## config.mk

```make
export PLATFORM = sky130hd
export DESIGN_NAME = fifo_watermark
export DESIGN_NICKNAME = d
export VERILOG_FILES = /design/src/rtl/fifo_pkg.sv /design/src/rtl/fifo_mem.sv /design/src/rtl/fifo_watermark.sv
export SDC_FILE = /design/constraint.sdc
export NUM_CORES = 1
export LEC_CHECK = 0
export ABC_CLOCK_PERIOD_IN_PS = 8800
export CORE_MARGIN = 2
export CORE_UTILIZATION = 25
export DETAILED_ROUTE_END_ITERATION = 16
export GPL_TIMING_DRIVEN = 0
export PLACE_DENSITY = 0.51
export SKIP_LAST_GASP = 1
export SLEW_MARGIN = 20
export SYNTH_ARGS = -nofsm -noshare
export SYNTH_HDL_FRONTEND = slang
export SYNTH_SLANG_ARGS = --single-unit
```

## constraint.sdc

```tcl
create_clock -name clk -period 8.8 [get_ports clk]
set_clock_uncertainty 0.05 [all_clocks]
set_input_delay 1.32 -clock clk [delete_from_list [all_inputs] [get_ports clk]]
set_output_delay 1.32 -clock clk [all_outputs]
set_load 0.005 [all_outputs]
```

## src/rtl/fifo_pkg.sv

```systemverilog
// Shared constants, pause-state encoding and width helper for the watermark FIFO.
package fifo_pkg;

    localparam int unsigned ERR_OVF  = 0;
    localparam int unsigned ERR_UNF  = 1;
    localparam int unsigned ERR_BITS = 2;

    typedef enum logic {
        ST_RUN   = 1'b0,
        ST_PAUSE = 1'b1
    } pause_state_t;

    // Occupancy counter must represent 0..2^addr_bits inclusive.
    function automatic int unsigned count_bits(input int unsigned addr_bits);
        return addr_bits + 1;
    endfunction

endpackage

```

## src/rtl/fifo_mem.sv

```systemverilog
// Register-array storage for the watermark FIFO.
// Synchronous write port; registered read port that holds its last word.
module fifo_mem
    import fifo_pkg::*;
#(
    parameter int unsigned DATA_BITS = 10,
    parameter int unsigned ADDR_BITS = 3
) (
    input  logic                 clk,
    input  logic                 reset,
    input  logic                 wr_en,
    input  logic [ADDR_BITS-1:0] wr_addr,
    input  logic [DATA_BITS-1:0] wr_data,
    input  logic                 rd_en,
    input  logic [ADDR_BITS-1:0] rd_addr,
    output logic [DATA_BITS-1:0] rd_data
);

    localparam int unsigned DEPTH = 1 << ADDR_BITS;

    logic [DATA_BITS-1:0] mem [DEPTH];

    // Array is not reset; stale words are unreachable once the pointers clear.
    always_ff @(posedge clk) begin
        if (wr_en) begin
            mem[wr_addr] <= wr_data;
        end
    end

    always_ff @(posedge clk or posedge reset) begin
        if (reset) begin
            rd_data <= '0;
        end else if (rd_en) begin
            rd_data <= mem[rd_addr];
        end
    end

endmodule

```

## src/rtl/fifo_watermark.sv

```systemverilog
// Synchronous FIFO with live high/low watermarks, hysteretic pause and sticky error code.
// Optional macro FIFO_ERR_CLR_EN adds an error_clear input that clears the sticky code.
module fifo_watermark
    import fifo_pkg::*;
#(
    parameter int unsigned DATA_BITS = 10,
    parameter int unsigned ADDR_BITS = 3
) (
    input  logic                   clk,
    input  logic                   reset,
    input  logic [DATA_BITS-1:0]   fifo_data_in,
    input  logic                   fifo_write,
    input  logic                   fifo_read,
    input  logic [ADDR_BITS:0]     high_limit,
    input  logic [ADDR_BITS:0]     low_limit,
`ifdef FIFO_ERR_CLR_EN
    input  logic                   error_clear,
`endif
    output logic [DATA_BITS-1:0]   fifo_data_out,
    output logic                   fifo_full_out,
    output logic                   fifo_empty_out,
    output logic                   almost_full_out,
    output logic                   almost_empty_out,
    output logic                   pause_out,
    output logic [ADDR_BITS:0]     fifo_count_out,
    output logic                   error_fifo_out,
    output logic [ERR_BITS-1:0]    error_code_out
);

    localparam int unsigned CW    = count_bits(ADDR_BITS);
    localparam int unsigned DEPTH = 1 << ADDR_BITS;

    logic [ADDR_BITS-1:0] wr_ptr;
    logic [ADDR_BITS-1:0] rd_ptr;
    logic [CW-1:0]        count;
    logic [CW-1:0]        count_next;
    logic [ERR_BITS-1:0]  err_code;
    pause_state_t         state;
    pause_state_t         state_next;

    logic full;
    logic empty;
    logic wr_acc;
    logic rd_acc;
    logic ovf;
    logic unf;
    logic err_clr;

    assign full   = (count == CW'(DEPTH));
    assign empty  = (count == '0);
    // A read frees a slot in the same cycle, so write-while-full is legal with a read.
    assign wr_acc = fifo_write && (!full || fifo_read);
    assign rd_acc = fifo_read && !empty;
    assign ovf    = fifo_write && full && !fifo_read;
    assign unf    = fifo_read && empty;

`ifdef FIFO_ERR_CLR_EN
    assign err_clr = error_clear;
`else
    assign err_clr = 1'b0;
`endif

    fifo_mem #(
        .DATA_BITS (DATA_BITS),
        .ADDR_BITS (ADDR_BITS)
    ) u_mem (
        .clk     (clk),
        .reset   (reset),
        .wr_en   (wr_acc),
        .wr_addr (wr_ptr),
        .wr_data (fifo_data_in),
        .rd_en   (rd_acc),
        .rd_addr (rd_ptr),
        .rd_data (fifo_data_out)
    );

    always_comb begin
        count_next = count;
        case ({wr_acc, rd_acc})
            2'b10:   count_next = count + CW'(1);
            2'b01:   count_next = count - CW'(1);
            default: count_next = count;
        endcase
    end

    // Pause hysteresis: enter on high watermark, leave on low watermark.
    always_comb begin
        state_next = state;
        case (state)
            ST_RUN: begin
                if ((high_limit != '0) && (count_next >= high_limit)) begin
                    state_next = ST_PAUSE;
                end
            end
            ST_PAUSE: begin
                if (count_next <= low_limit) begin
                    state_next = ST_RUN;
                end
            end
            default: state_next = ST_RUN;
        endcase
    end

    always_ff @(posedge clk or posedge reset) begin
        if (reset) begin
            state <= ST_RUN;
        end else begin
            state <= state_next;
        end
    end

    always_ff @(posedge clk or posedge reset) begin
        if (reset) begin
            wr_ptr <= '0;
            rd_ptr <= '0;
            count  <= '0;
        end else begin
            if (wr_acc) begin
                wr_ptr <= wr_ptr + ADDR_BITS'(1);
            end
            if (rd_acc) begin
                rd_ptr <= rd_ptr + ADDR_BITS'(1);
            end
            count <= count_next;
        end
    end

    // Sticky errors; a fresh error in the clearing cycle still lands.
    always_ff @(posedge clk or posedge reset) begin
        if (reset) begin
            err_code <= '0;
        end else begin
            if (err_clr) begin
                err_code <= '0;
            end
            if (ovf) begin
                err_code[ERR_OVF] <= 1'b1;
            end
            if (unf) begin
                err_code[ERR_UNF] <= 1'b1;
            end
        end
    end

    assign fifo_full_out    = full;
    assign fifo_empty_out   = empty;
    assign fifo_count_out   = count;
    assign almost_full_out  = (high_limit != '0) && (count >= high_limit);
    assign almost_empty_out = (count <= low_limit);
    assign pause_out        = (state == ST_PAUSE);
    assign error_code_out   = err_code;
    assign error_fifo_out   = |err_code;

endmodule

```

[Word-level counts from Yosys, hierarchy flattened]
Memories as Yosys holds them, arrays and structs flattened. A register that Yosys moved wholly into a read port is not among the register bits.
Cells that the tools add are included.
Cells by class
  add/sub/neg operators: 4
  eq/ne operators: 3
  muxes and demuxes: 6
  bitwise logic cells: 1
  reduce and logical (&&, ||, !) cells: 14
  multipliers: 0
  $lt $le $gt $ge: 4
  div/mod/pow operators: 0
  shifts and indexed selects: 0
Operators by type and width (number)
  >= comparator 4 bit: 2
  <= comparator 4 bit: 2
  case mux 4 bit (2 select lines): 1
  logical AND 1 bit: 7
  adder 3 x 1 -> 3 bit (second input constant): 2
  adder 4 x 1 -> 4 bit (second input constant): 1
  equality test 4 bit (second input constant): 1
  zero test 4 bit: 1
  2-to-1 mux 1 bit: 4
  nonzero test 4 bit: 1
  subtractor 4 x 1 -> 4 bit (second input constant): 1
  zero test 1 bit: 3
  equality test 2 x 1 -> 1 bit (second input constant): 1
  equality test 2 bit (second input constant): 1
  case mux 1 bit (2 select lines): 1
  OR reduction 2 bit: 1
  logical OR 1 bit: 1
  NOT 1 bit: 1
Word-level totals
  bits in writable memories: 80
  memories: 1
  register bits after elaboration: 13
  bits in read-only memories: 0
  bits in latches: 0
  bits of input ports: 22
  logic and storage cells: 39
  output and inout bits: 22
Memories
  u_mem.mem: depth 8, width 10, rd ports 1, clocked after memory_dff 1, write ports 1, line fifo_mem.sv:21  | logic [DATA_BITS-1:0] mem [DEPTH];

[Depth between registers and ports, before layout]
  depth after elaboration: 10
  mapped depth: 14

[By module]
Synthesis repeated with hierarchy kept, for this count alone.
Unflattened totals
  cell total of the unflattened synthesis: 310
  area total of the unflattened synthesis: 4585.6 sq um
Modules (own cells, without submodules)
  fifo_mem: times used 1, area an instance 3584.7 sq um, sequential area each 2652.5 sq um, cells an instance 209
  fifo_watermark: times used 1, area an instance 1001.0 sq um, sequential area each 325.3 sq um, cells an instance 101

[Least setup slack after synthesis]
Ideal clock, no wire load.
  path type: input to output
  start: input port low_limit[1]
  end: output port almost_empty_out
  cell stages on the path: 6
  setup slack: 5.186 ns
  path buffers: 0
  data arrival time: 2.244 ns
  data required time: 7.430 ns
  cells stage by stage: inv_1 ha_1 nor2b_1 o21a_1 o21a_1 o21ai_0
Between the ends
  longest elaborated chain between the ends: 1
RTL lines
  from (decl): line fifo_watermark.sv:15  | input logic [ADDR_BITS:0] low_limit,
  <= comparator 4 bit: line fifo_watermark.sv:149  | assign almost_empty_out = (count <= low_limit);
  to (decl): line fifo_watermark.sv:23  | output logic almost_empty_out,
Every way passes these cells.

[Worst setup path in the final report]
Ends and elaborated chain as after synthesis.

==> results.sh <==
export IMPL_numClockSinks=103
export IMPL_postPlaceCellArea_um2=5170
export IMPL_path_cells="clkdlybuf4s50_1 -> inv_1 -> ha_1 -> nor2b_1 -> o21a_1 -> o21a_1 -> o21ai_0 -> clkdlybuf4s50_1"
export IMPL_multi_input_area_um2=1360
export IMPL_first_pass_iters=4
export IMPL_synth_edf_count=80
export IMPL_final_cell_mix="edfxtp_1, clkdlybuf4s50_1, nand2_1"
export IMPL_fin_util=0.317
export IMPL_hold_buffers=0
export IMPL_cp_arrival_ns=3.29
export IMPL_critPathCaptureType="output port"
export IMPL_worstMarginPinSlew_ns=1.15
export IMPL_crit_type="in -> out"
export IMPL_grt_max_degree=24
export IMPL_ir_worst_vdd_mv=0.0944
export IMPL_synth_warnings=0
export IMPL_fin_crit_ns=4.66
export IMPL_seq_area_um2=2980
export IMPL_syn_nets=315
export IMPL_max_clock_path_buffers=2
export IMPL_vias_per_cell=4.34
export IMPL_rsz0062_at_grt="no"
export IMPL_tns_ns=0
export IMPL_ant_nets=0
export IMPL_root_buffer="clkbuf_16"
export IMPL_vias=2425
export IMPL_stdcell_count=559
export IMPL_wl_per_cell_um=16.6
export IMPL_leakagePower_nw=1.98
export IMPL_ys_seq_area_frac=0.673
export IMPL_syn_area_um2=4430
export IMPL_core_area_um2=17300
export IMPL_placedCellCount=543
export IMPL_synthArstFlopShare=0.223
export IMPL_rows=48
export IMPL_die_area_um2=18800
export IMPL_drtIter0Drc=95
export IMPL_boundaryPins=44
export IMPL_dp_final_hpwl_um=6290
export IMPL_postSynthAreaPerCell_um2=16.2
export IMPL_grt_use_total=0.106
export IMPL_slew_headroom=0.234
export IMPL_status="finished clean"
export IMPL_synth_top_cell_area_share=0.543
export IMPL_fin_crit_sh=0.529
export IMPL_ys_types=39
export IMPL_cts_resized=0
export IMPL_grt_overflow_total=0
export IMPL_die_h_um=137
export IMPL_routed_wl_um=9270
export IMPL_max_stage_delay_ns=0.53
export IMPL_min_path_type="reg -> reg"
export IMPL_whs_ns=0.426
export IMPL_final_common_cell="edfxtp_1"
export IMPL_cts_setup_buffers=0
export IMPL_drive_gt1_frac=0.174
export IMPL_grt_pass1_wl_um=14300
export IMPL_syn_inst=273
export IMPL_synth_seq_cells=103
export IMPL_setup_viol=0
export IMPL_hold_viol=0
export IMPL_slew_viol_final=0
export IMPL_syn_to_final_growth_pct=23.7
export IMPL_start_util=0.256
export IMPL_synth_flop_cell="edfxtp_1"
export IMPL_numCtsBuffers=9
export IMPL_critPathSlowestCell="clkdlybuf4s50_1"
export IMPL_crit_fanout=2
export IMPL_diodes=0
export IMPL_nets=371
export IMPL_htree_levels=3
export IMPL_p_total_mw=1.72
export IMPL_cts_tree="done"
export IMPL_max_cap_viol_count=0
export IMPL_gp_congestion=0.712
export IMPL_clk_latency_ns=0.35
export IMPL_first_global_vias=2574
export IMPL_synth_area_leaders="edfxtp_1, dfrtp_1, mux4_2"
export IMPL_antenna_found_initial=0
export IMPL_fillCellCount=1704
export IMPL_setup_ws_ns=4.14
export IMPL_synth_largest_area_cell="edfxtp_1"
export IMPL_max_freq_mhz=215
export IMPL_power_density_nw_per_um2=313
export IMPL_design_area_um2=5480
export IMPL_drc=0
export IMPL_crit_path_start_kind="input pin"
export IMPL_dp_slack_ns=4.13
export IMPL_clk_pin_slew_ns=0.07
export IMPL_placement_io_buffers=43
export IMPL_cp_required_ns=7.43
export IMPL_die_w_um=137
worst paths after layout:
kind / start / to / cells after the start / slack, ns
worst max-delay path: low_limit[1] / almost_empty_out / 8 / 4.14
worst min-delay path: u_mem.rd_data[5] / u_mem.rd_data[5] / 2 / 0.43
worst max register to register: fifo_count_out[1] / pause_out / 12 / 5.10
worst min register to register: u_mem.rd_data[5] / u_mem.rd_data[5] / 2 / 0.43
max in group asynchronous: reset / wr_ptr[0] / 2 / 7.01
min in group asynchronous: reset / u_mem.rd_data[8] / 2 / 1.30
where the power goes:
part | switching (mW) | internal (mW) | total, mW
sequential | 0.0694 | 0.629 | 0.698
clock | 0.178 | 0.222 | 0.400
combinational | 0.289 | 0.329 | 0.618
routing by layer:
layer,GRT usage,vias up,routed length (um)
li1,-,1150,-
met1,0.124,1216,3930
met2,0.185,48,4770
met3,0.0256,11,414
met4,0.0418,0,157
met5,0,-,0
worst max-delay path, delay by kind of cell:
family | cells | cell delay [ns]
buffers and inverters | 3 | 1.05
AND/OR/NAND/NOR | 1 | 0.13
AO/OA/AOI/OAI | 3 | 0.48
adder cells (fa/ha/maj) | 1 | 0.30
final cells by class:
cell class | instances | share of cell area
flip-flops and latches | 103 | 0.544
clock buffers | 10 | 0.0418
multi-input cells | 147 | 0.249
well taps | 225 | 0.0514
inverters | 15 | 0.0112
clock inverters | 6 | 0.0126
plain buffers | 8 | 0.00777
repair buffers | 45 | 0.0827
registers in the layout, indices dropped and copies added, names as in the netlist:
signal and cells:
error_code_out 2, fifo_count_out 4, pause_out 1, rd_ptr 3
u_mem.mem 80, u_mem.rd_data 10, wr_ptr 3
logic make-up after synthesis:
logic type,count (synthesis),share of synthesized area
and+or+nand+nor,61,0.0661
xor gates and xnor gates,6,0.0119
muxes,32,0.129
AOI/OAI and AO/OA,28,0.0401
adders and majority gates,20,0.0565
DFF,103,0.673
buffers and inverters,23,0.0235
synthesized netlist by cell type, types with 4 or more instances:
library cell	count
mux4_2	20
inv_1	13
buf_2	4
dfrtp_1	23
nor3_1	6
nand2_1	25
mux2i_1	10
edfxtp_1	80
xnor2_1	4
nor2_1	13
nand2b_1	5
o21ai_0	13
ha_1	20
No activity file was read; power rests on OpenSTA's default activity.
